--- src/rtl/alu_sched_pkg.sv ---
// alu_sched_pkg: opcode, FSM state and requester-id definitions shared by the ALU op scheduler.
// Imported by alu_rr_arb2 and alu_op_scheduler.
package alu_sched_pkg;

  localparam logic [1:0] OP_ADD = 2'b00;
  localparam logic [1:0] OP_SUB = 2'b01;
  localparam logic [1:0] OP_AND = 2'b10;
  localparam logic [1:0] OP_OR  = 2'b11;

  localparam logic REQ0 = 1'b0;
  localparam logic REQ1 = 1'b1;

  // Latency counter is wide enough for the largest legal ALU_LAT (15).
  localparam int unsigned CNT_W = 4;

  typedef enum logic [1:0] {
    IDLE  = 2'b00,
    ISSUE = 2'b01,
    WAIT  = 2'b10,
    RESP  = 2'b11
  } sched_state_e;

  function automatic logic [1:0] id_to_grant(input logic id);
    return id ? 2'b10 : 2'b01;
  endfunction

endpackage

--- src/rtl/alu_rr_arb2.sv ---
// alu_rr_arb2: two-way grant logic; round-robin by default, fixed req0-first priority
// when ALU_SCHED_FIXED_PRIO_EN is defined.
module alu_rr_arb2
  import alu_sched_pkg::*;
(
  input  logic       clk,
  input  logic       rst_n,
  input  logic [1:0] req_i,
  input  logic       accept_i,
  output logic [1:0] grant_o
);

`ifdef ALU_SCHED_FIXED_PRIO_EN
  logic unused_s;
  assign unused_s = ^{clk, rst_n, accept_i};

  // Fixed priority: requester 0 always wins.
  always_comb begin
    if (req_i[0]) begin
      grant_o = id_to_grant(REQ0);
    end else if (req_i[1]) begin
      grant_o = id_to_grant(REQ1);
    end else begin
      grant_o = 2'b00;
    end
  end
`else
  logic last_q;
  logic last_d;

  // Contention goes to the requester that was not granted last.
  always_comb begin
    if (req_i == 2'b11) begin
      grant_o = (last_q == REQ0) ? id_to_grant(REQ1) : id_to_grant(REQ0);
    end else if (req_i[0]) begin
      grant_o = id_to_grant(REQ0);
    end else if (req_i[1]) begin
      grant_o = id_to_grant(REQ1);
    end else begin
      grant_o = 2'b00;
    end
  end

  // Pointer moves only when the grant is actually taken.
  always_comb begin
    if (accept_i) begin
      last_d = grant_o[1];
    end else begin
      last_d = last_q;
    end
  end

  // Reset value REQ1 makes the first contention go to requester 0.
  always_ff @(posedge clk or negedge rst_n) begin
    if (!rst_n) begin
      last_q <= REQ1;
    end else begin
      last_q <= last_d;
    end
  end
`endif

endmodule

--- src/rtl/alu_op_scheduler.sv ---
// alu_op_scheduler: two-requester front end for the shared ALU; one op in flight at a time.
// Build option: ALU_SCHED_FIXED_PRIO_EN selects fixed req0-first arbitration.
module alu_op_scheduler
  import alu_sched_pkg::*;
#(
  parameter int unsigned WIDTH   = 8,
  parameter int unsigned ALU_LAT = 1
) (
  input  logic             clk,
  input  logic             rst_n,
  input  logic             req0_valid,
  input  logic [1:0]       req0_op,
  input  logic [WIDTH-1:0] req0_a,
  input  logic [WIDTH-1:0] req0_b,
  output logic             req0_ready,
  input  logic             req1_valid,
  input  logic [1:0]       req1_op,
  input  logic [WIDTH-1:0] req1_a,
  input  logic [WIDTH-1:0] req1_b,
  output logic             req1_ready,
  output logic             alu_start,
  output logic [1:0]       alu_op,
  output logic [WIDTH-1:0] alu_a,
  output logic [WIDTH-1:0] alu_b,
  input  logic [WIDTH-1:0] alu_result,
  output logic             resp_valid,
  input  logic             resp_ready,
  output logic             resp_id,
  output logic [WIDTH-1:0] resp_data,
  output logic             busy
);

  localparam logic [CNT_W-1:0] LAT_LOAD = CNT_W'(ALU_LAT);

  sched_state_e     state_q, state_d;
  logic [1:0]       op_q, op_d;
  logic [WIDTH-1:0] a_q, a_d;
  logic [WIDTH-1:0] b_q, b_d;
  logic             id_q, id_d;
  logic [CNT_W-1:0] cnt_q, cnt_d;
  logic [WIDTH-1:0] data_q, data_d;
  logic             alu_start_q, alu_start_d;
  logic             resp_valid_q, resp_valid_d;
  logic             busy_q, busy_d;
  logic [1:0]       grant_s;
  logic             idle_s;
  logic             accept_s;

  alu_rr_arb2 u_arb (
    .clk      (clk),
    .rst_n    (rst_n),
    .req_i    ({req1_valid, req0_valid}),
    .accept_i (accept_s),
    .grant_o  (grant_s)
  );

  // Ready is offered only in IDLE and never while reset is asserted.
  assign idle_s     = (state_q == IDLE) && rst_n;
  assign req0_ready = idle_s && grant_s[0];
  assign req1_ready = idle_s && grant_s[1];
  assign accept_s   = req0_ready || req1_ready;

  // Next-state, operand latch and latency counter.
  always_comb begin
    state_d      = state_q;
    op_d         = op_q;
    a_d          = a_q;
    b_d          = b_q;
    id_d         = id_q;
    cnt_d        = cnt_q;
    data_d       = data_q;
    alu_start_d  = 1'b0;
    resp_valid_d = resp_valid_q;
    case (state_q)
      IDLE: begin
        if (accept_s) begin
          state_d     = ISSUE;
          id_d        = grant_s[1];
          op_d        = grant_s[1] ? req1_op : req0_op;
          a_d         = grant_s[1] ? req1_a  : req0_a;
          b_d         = grant_s[1] ? req1_b  : req0_b;
          alu_start_d = 1'b1;
        end else begin
          state_d = IDLE;
        end
      end
      ISSUE: begin
        cnt_d   = LAT_LOAD;
        state_d = WAIT;
      end
      WAIT: begin
        if (cnt_q <= {{(CNT_W-1){1'b0}}, 1'b1}) begin
          data_d       = alu_result;
          resp_valid_d = 1'b1;
          state_d      = RESP;
        end else begin
          cnt_d = cnt_q - {{(CNT_W-1){1'b0}}, 1'b1};
        end
      end
      RESP: begin
        if (resp_ready) begin
          resp_valid_d = 1'b0;
          state_d      = IDLE;
        end else begin
          state_d = RESP;
        end
      end
      default: begin
        resp_valid_d = 1'b0;
        state_d      = IDLE;
      end
    endcase
    busy_d = (state_d != IDLE);
  end

  // State and registered outputs; reset discards any op in flight.
  always_ff @(posedge clk or negedge rst_n) begin
    if (!rst_n) begin
      state_q      <= IDLE;
      op_q         <= 2'b00;
      a_q          <= {WIDTH{1'b0}};
      b_q          <= {WIDTH{1'b0}};
      id_q         <= REQ0;
      cnt_q        <= {CNT_W{1'b0}};
      data_q       <= {WIDTH{1'b0}};
      alu_start_q  <= 1'b0;
      resp_valid_q <= 1'b0;
      busy_q       <= 1'b0;
    end else begin
      state_q      <= state_d;
      op_q         <= op_d;
      a_q          <= a_d;
      b_q          <= b_d;
      id_q         <= id_d;
      cnt_q        <= cnt_d;
      data_q       <= data_d;
      alu_start_q  <= alu_start_d;
      resp_valid_q <= resp_valid_d;
      busy_q       <= busy_d;
    end
  end

  assign alu_start  = alu_start_q;
  assign alu_op     = op_q;
  assign alu_a      = a_q;
  assign alu_b      = b_q;
  assign resp_valid = resp_valid_q;
  assign resp_id    = id_q;
  assign resp_data  = data_q;
  assign busy       = busy_q;

endmodule

--- config.mk ---
export PLATFORM = sky130hd
export DESIGN_NAME = alu_op_scheduler
export DESIGN_NICKNAME = d
export VERILOG_FILES = /design/src/rtl/alu_sched_pkg.sv /design/src/rtl/alu_rr_arb2.sv /design/src/rtl/alu_op_scheduler.sv
export SDC_FILE = /design/constraint.sdc
export NUM_CORES = 1
export LEC_CHECK = 0
export ABC_AREA = 1
export CAP_MARGIN = 20
export CORE_MARGIN = 1.5
export CORE_UTILIZATION = 38
export CTS_CLUSTER_DIAMETER = 60
export DETAILED_ROUTE_END_ITERATION = 6
export HOLD_SLACK_MARGIN = 0.1
export PLACE_DENSITY_LB_ADDON = 0.1
export SYNTH_ARGS = -nofsm -noshare
export SYNTH_HDL_FRONTEND = slang
export SYNTH_HIERARCHICAL = 1
export SYNTH_SLANG_ARGS = --single-unit
export TNS_END_PERCENT = 100
--- constraint.sdc ---
create_clock -name clk -period 1.5 [get_ports clk]
set_input_delay 0.3 -clock clk [delete_from_list [all_inputs] [get_ports clk]]
set_output_delay 0.3 -clock clk [all_outputs]
set_load 0.01 [all_outputs]
Yosys cells after proc, flatten, opt, wreduce, memory -nomap -nowiden
Index checks and enable logic that the tools add are counted.
{ "word_totals": {"ff_bits": 37, "latchBits": 0, "mem_bits_rw": 0, "rom_bits": 0, "inputBits": 49, "output_inout_bits": 32, "mem_count": 0} }
{ "op_classes": {"n_addsub": 1, "multipliers": 0, "div_mod_pow": 0, "n_lt_le_gt_ge": 1, "eq_ne": 7, "shifts": 0, "mux": 18, "bitwise_logic": 0, "reduce_logical": 12} }
{ "ops": {"columns": ["op", "n"], "rows": [
  ["8-bit two-way mux", 2],
  ["2-bit two-way mux", 7],
  ["2-bit one-hot mux with 4 select lines", 1],
  ["4-bit one-hot mux with 2 select lines", 1],
  ["2-bit equality test (second input constant)", 3],
  ["2-bit inequality test (second input constant)", 3],
  ["2-bit AND reduction", 3],
  ["2-bit nonzero test", 3],
  ["1-bit two-way mux", 5],
  ["4-bit by 1-bit less-or-equal comparator with 1-bit output (second input constant)", 1],
  ["4-bit two-way mux", 1],
  ["4-bit by 1-bit subtractor with 4-bit output (second input constant)", 1],
  ["1-bit logical AND", 3],
  ["3-bit AND reduction", 1],
  ["2-bit by 1-bit equality test with 1-bit output (second input constant)", 1],
  ["2-bit logical NOT", 1],
  ["1-bit one-hot mux with 2 select lines", 1],
  ["1-bit logical OR", 1]
]} }

Depth between registers and ports, before layout
{ "depth": {"word_depth": 8, "ltp_mapped": 9, "mapped_depth_nobuf": 9} }

Hierarchy
Netlist, hierarchy kept.
{ "by_module_without_submodules": {"columns": ["mod", "instances", "cells_each", "area_each_um2", "seq_area_each_um2"], "rows": [
  ["alu_op_scheduler", 1, 236, 1762.9, 900.9],
  ["alu_rr_arb2", 1, 9, 63.8, 26.3]
]} }

Worst setup path after synthesis
OpenSTA, ideal clock, no wires.
{ "synth_timing": {"path_kind": "flip-flop to flip-flop", "startpoint": "register u_arb.last_q", "endpoint": "register busy_q (netlist: busy)", "setup_time_ps": 134, "arrival_ps": 1320, "slack_ps": 46, "path_stages_with_launch": 7, "synth_period_minus_slack_ps": 1454, "path_cell_list": "dfstp_2 nand2_1 and2_1 buf_4 o211ai_1 buf_2 nand4_1"} }
{ "synth_via": {"elab_chain_cells": 7, "elab_cells_between_ends": 8, "cone_classes": "mux: 4; reduce/logical: 4"} }
{ "synth_lines": {"columns": ["item", "line_no", "source"], "rows": [
  ["start, declared", "alu_rr_arb2.sv:28", "logic last_q;"],
  ["start signal, assigned", "alu_rr_arb2.sv:58", "last_q <= last_d;"],
  ["2-bit two-way mux", "alu_rr_arb2.sv:34", "grant_o = (last_q == REQ0) ? id_to_grant(REQ1) : id_to_grant(REQ0);"],
  ["2-bit two-way mux", "alu_rr_arb2.sv:33", "if (req_i == 2'b11) begin"],
  ["named net grant_s[1]", "alu_op_scheduler.sv:45", "logic [1:0] grant_s;"],
  ["1-bit logical AND", "alu_op_scheduler.sv:60", "assign req1_ready = idle_s && grant_s[1];"],
  ["1-bit logical OR", "alu_op_scheduler.sv:61", "assign accept_s = req0_ready || req1_ready;"],
  ["1-bit two-way mux", "alu_op_scheduler.sv:76", "if (accept_s) begin"],
  ["2-bit one-hot mux with 4 select lines", "alu_op_scheduler.sv:74", "case (state_q)"],
  ["2-bit nonzero test", "alu_op_scheduler.sv:113", "busy_d = (state_d != IDLE);"],
  ["named net busy_d", "alu_op_scheduler.sv:44", "logic busy_q, busy_d;"],
  ["end signal, assigned", "alu_op_scheduler.sv:139", "busy_q <= busy_d;"],
  ["end, declared", "alu_op_scheduler.sv:44", null]
]} }
The timed path passes the listed nets, and every way through them passes these cells.
A chain may end at the register's enable or synchronous reset.

Worst setup path in the final report
{ "layout_timing": {"startpoint": "register u_arb.last_q", "endpoint": "register b_q[3] (netlist: alu_b[3])"} }
{ "layout_via": {"elab_chain_cells": 5, "elab_cells_between_ends": 7, "cone_classes": "mux: 3; reduce/logical: 4"} }
{ "layout_lines": {"columns": ["item", "line_no", "source"], "rows": [
  ["2-bit two-way mux *", "alu_rr_arb2.sv:34", null],
  ["2-bit two-way mux *", "alu_rr_arb2.sv:33", null],
  ["named net grant_s[1]", "alu_op_scheduler.sv:45", null],
  ["1-bit logical AND", "alu_op_scheduler.sv:60", null],
  ["1-bit logical OR", "alu_op_scheduler.sv:61", null],
  ["2-bit AND reduction (no line)", null, null],
  ["end signal, assigned", "alu_op_scheduler.sv:122", "b_q <= {WIDTH{1'b0}};"],
  ["end, declared", "alu_op_scheduler.sv:38", "logic [WIDTH-1:0] b_q, b_d;"]
]} }
The timed path passes the listed nets; every way through them passes the cells marked *.

==> impl_metrics.py <==
metrics = {
    "status": {
        "status": "finished, violations left",
        "violations": "negative setup slack",
    },
    "synth": {
        "syn_nets": 296,
        "synth_area_mm2": 0.00183,
        "syn_inst": 245,
        "yosysUniqueCellTypes": 24,
        "synth-warning-count": 6,
        "seq_area_frac_synth_pct": 50.8,
        "avgSynthCellArea_um2": 7.46,
        "ys_ff_latch": 37,
    },
    "critical_path": {
        "ff2ff_path_depth": 9,
        "critical_path.startpoint_type": "flip-flop",
        "worstPathMaxFanout": 7,
        "r2r_start": "u_arb/last_q",
        "r2r-end": "alu_b[3]",
        "cp.required_ns": 1.73,
        "worstSetupPathType": "reg -> reg",
        "cp-end-kind": "flip-flop",
        "arrival_ns": 1.91,
        "ff2ff_setup_slack_ns": -0.18,
    },
    "pwr": {
        "p_leak_nw": 1.74,
        "peakVddDrop_mv": 0.644,
        "power_density_mw_per_mm2": 1650,
    },
    "detailed_routing": {
        "drt_iter0_markers": 53,
        "firstDrtPassIters": 4,
        "avgViaCountPerCell": 4.46,
        "drc": 0,
        "vias": 1776,
        "drt_wl_total_mm": 4.06,
        "wire_per_inst_um": 10.2,
        "antenna_left": 0,
    },
    "clock_tree": {
        "hold_buffers": 0,
        "numCtsBuffers": 5,
        "cts-root-buf": "clkbuf_8",
        "insertion_delay_ns": 0.29,
        "clock_sink_count": 37,
        "cts_tree": "done",
        "htreeDepth": 2,
        "clkTransAtPathRegs_ns": 0.07,
        "cts_buffer_depth": 2,
    },
    "global_routing": {
        "grt_max_degree": 38,
        "grt-ovfl-total": 0,
        "grt_usage_pct": 17.3,
        "grt_pass1_wl_mm": 6.87,
        "antenna_found_initial": 0,
        "grt_pass1_vias": 1553,
    },
    "sta": {
        "fin_worst_skew_ns": 0.00360,
        "hold_violations": 0,
        "worst_pin_slew_ns": 0.460,
        "rsz0062_at_grt": "true",
        "post-route-period-util_pct": 112,
        "setup_violations": 22,
        "drv_slew": 0,
        "layout_min_cycle_time_ns": 1.68,
        "fin_ws_ns": -0.178,
        "fmax_ghz": 0.596,
        "max_slew_margin_pct": 69.3,
    },
    "finish": {
        "area_delta_synth_final_pct": 65.5,
        "stdcell_count": 398,
        "drive_above_1_share_pct": 19.8,
        "nets": 394,
        "antenna_cells": 0,
        "multi_input_area_um2": 841,
        "fillers": 411,
        "seqCellArea_um2": 927,
        "fin_area_mm2": 0.00302,
    },
    "floorplan": {
        "dieHeight_um": 72.3,
        "die_x_um": 72.3,
        "die_area_mm2": 0.00523,
        "floorplan.initialDensity_pct": 39.2,
        "row_count": 25,
        "ios": 81,
        "fp.coreArea_mm2": 0.00466,
    },
    "place": {
        "place_congestion": 0.734,
        "io_buffers": 80,
        "dpl_cell_area_mm2": 0.00274,
        "place_hpwl_mm": 2.94,
        "place_inst": 384,
    },
    "worst_hold_path": {
        "min_path_type": "in -> async",
    },
    "run": {
        "maxCapViolCount": 0,
    },
}
==> cells by family after synthesis <==
family	count (synthesis)	share of synthesized area, %
simple gates	143	32.3
buf+inv	42	9.52
flops	37	50.8
compound gates	21	6.03
fa+ha+maj	2	1.37
==> layout by cell type, fill, tap and decap left out, drive strengths merged <==
| cell | netlist | layout |
|---|---|---|
| a21boi | 1 | 1 |
| a21oi | 1 | 1 |
| and2 | 1 | 1 |
| buf | 6 | 21 |
| clkbuf | 1 | 5 |
| clkdlybuf4s50 | 0 | 49 |
| clkinv | 0 | 2 |
| clkinvlp | 0 | 1 |
| dfrtp | 36 | 36 |
| dfstp | 1 | 1 |
| dlygate4sd2 | 0 | 16 |
| dlymetal6s2s | 0 | 12 |
| ha | 2 | 2 |
| inv | 35 | 35 |
| nand2 | 124 | 124 |
| nand3 | 9 | 9 |
| nand3b | 1 | 1 |
| nand4 | 1 | 1 |
| nor2 | 6 | 6 |
| nor3 | 1 | 1 |
| o211ai | 1 | 1 |
| o21ai | 18 | 18 |
==> critical path, stage by stage (launching register included) <==
cell and delay (ns):
dfstp_2 0.54, buf_6 0.10, nand2_4 0.04, and2_4 0.14
buf_8 0.12, o211ai_1 0.25, buf_4 0.19, buf_8 0.13
nand2_4 0.04, nand2_2 0.05
==> report_power, final <==
group / switching, mW / internal, mW
Sequential: 0.285 / 1.47
Clock: 0.362 / 0.320
Combinational: 1.31 / 1.25
Total: 1.95 / 3.04
==> how the worst max path moves through the flow <==
stage                             from  slack (ns)  cells after the start         end
after floorplan           u_arb/last_q        0.05                      6        busy
after global placement      req0_valid       -0.52                      5  req0_ready
after detailed placement    req0_valid       -0.53                      5  req0_ready
after CTS                 u_arb/last_q       -0.15                      6  req1_ready
after global routing      u_arb/last_q       -0.28                      9    alu_b[0]
final                     u_arb/last_q       -0.18                      9    alu_b[3]
==> layer usage <==
metal  track usage (%)  routed length (µm)  vias to the layer above
met2              28.3                1910                       51
met4              7.55                  80                        0
met1              20.1                1720                      785
met5                 0                   0                        -
met3              6.81                 346                        7
li1                  -                   -                      933
==> synthesized netlist by cell type, drive strengths merged <==
master | instances | area, µm²
nand3 | 9 | 55.1
dfrtp | 36 | 901
clkbuf | 1 | 3.75
nor2 | 6 | 32.5
a21oi | 1 | 5.00
inv | 35 | 131
a21boi | 1 | 7.51
nand4 | 1 | 6.26
o211ai | 1 | 7.51
nor3 | 1 | 5.00
nand3b | 1 | 7.51
o21ai | 18 | 90.1
and2 | 1 | 6.26
dfstp | 1 | 26.3
buf | 6 | 38.8
nand2 | 124 | 478
ha | 2 | 25.0
==> sequential cells by signal, indices dropped and copies added, names as in the netlist <==
signal and flops:
cnt_q 4, alu_start 1, u_arb/last_q 1, resp_id 1, resp_valid 1, alu_a 8
busy 1, resp_data 8, alu_op 2, state_q 2, alu_b 8
==> layout make-up <==
type | count | area share, %
multi-input cells | 166 | 27.8
clock inverters | 3 | 0.579
flip-flops and latches | 37 | 30.7
repair buffers | 98 | 32.1
well taps | 54 | 2.24
clock buffers | 5 | 2.28
inverters | 35 | 4.35
==> per-stage QoR <==
step           total power [mW]  setup WS [ns]  hold slack (ns)  TNS [ns]  utilization (%)
6_report                   4.99         -0.178            0.220     -2.91             64.9
3_3_place_gp               4.13         -0.523            0.454     -7.55             58.7
4_1_cts                    4.90         -0.147            0.251     -2.34             62.4
2_1_floorplan              2.95         0.0457          0.00441         0                -
5_1_grt                    5.45         -0.278            0.281     -5.09             64.9
3_5_place_dp               4.18         -0.526            0.457     -8.40             58.7
==> what timing repair did <==
action	4_1_cts	5_1_grt
pin swaps	4	5
gates cloned	1	0
hold endpoints to repair	0	0
setup buffers	6	1
resized for setup	49	38
endpoints found under the setup margin	33	47
Note: power is estimated with default switching activity, not from simulation.
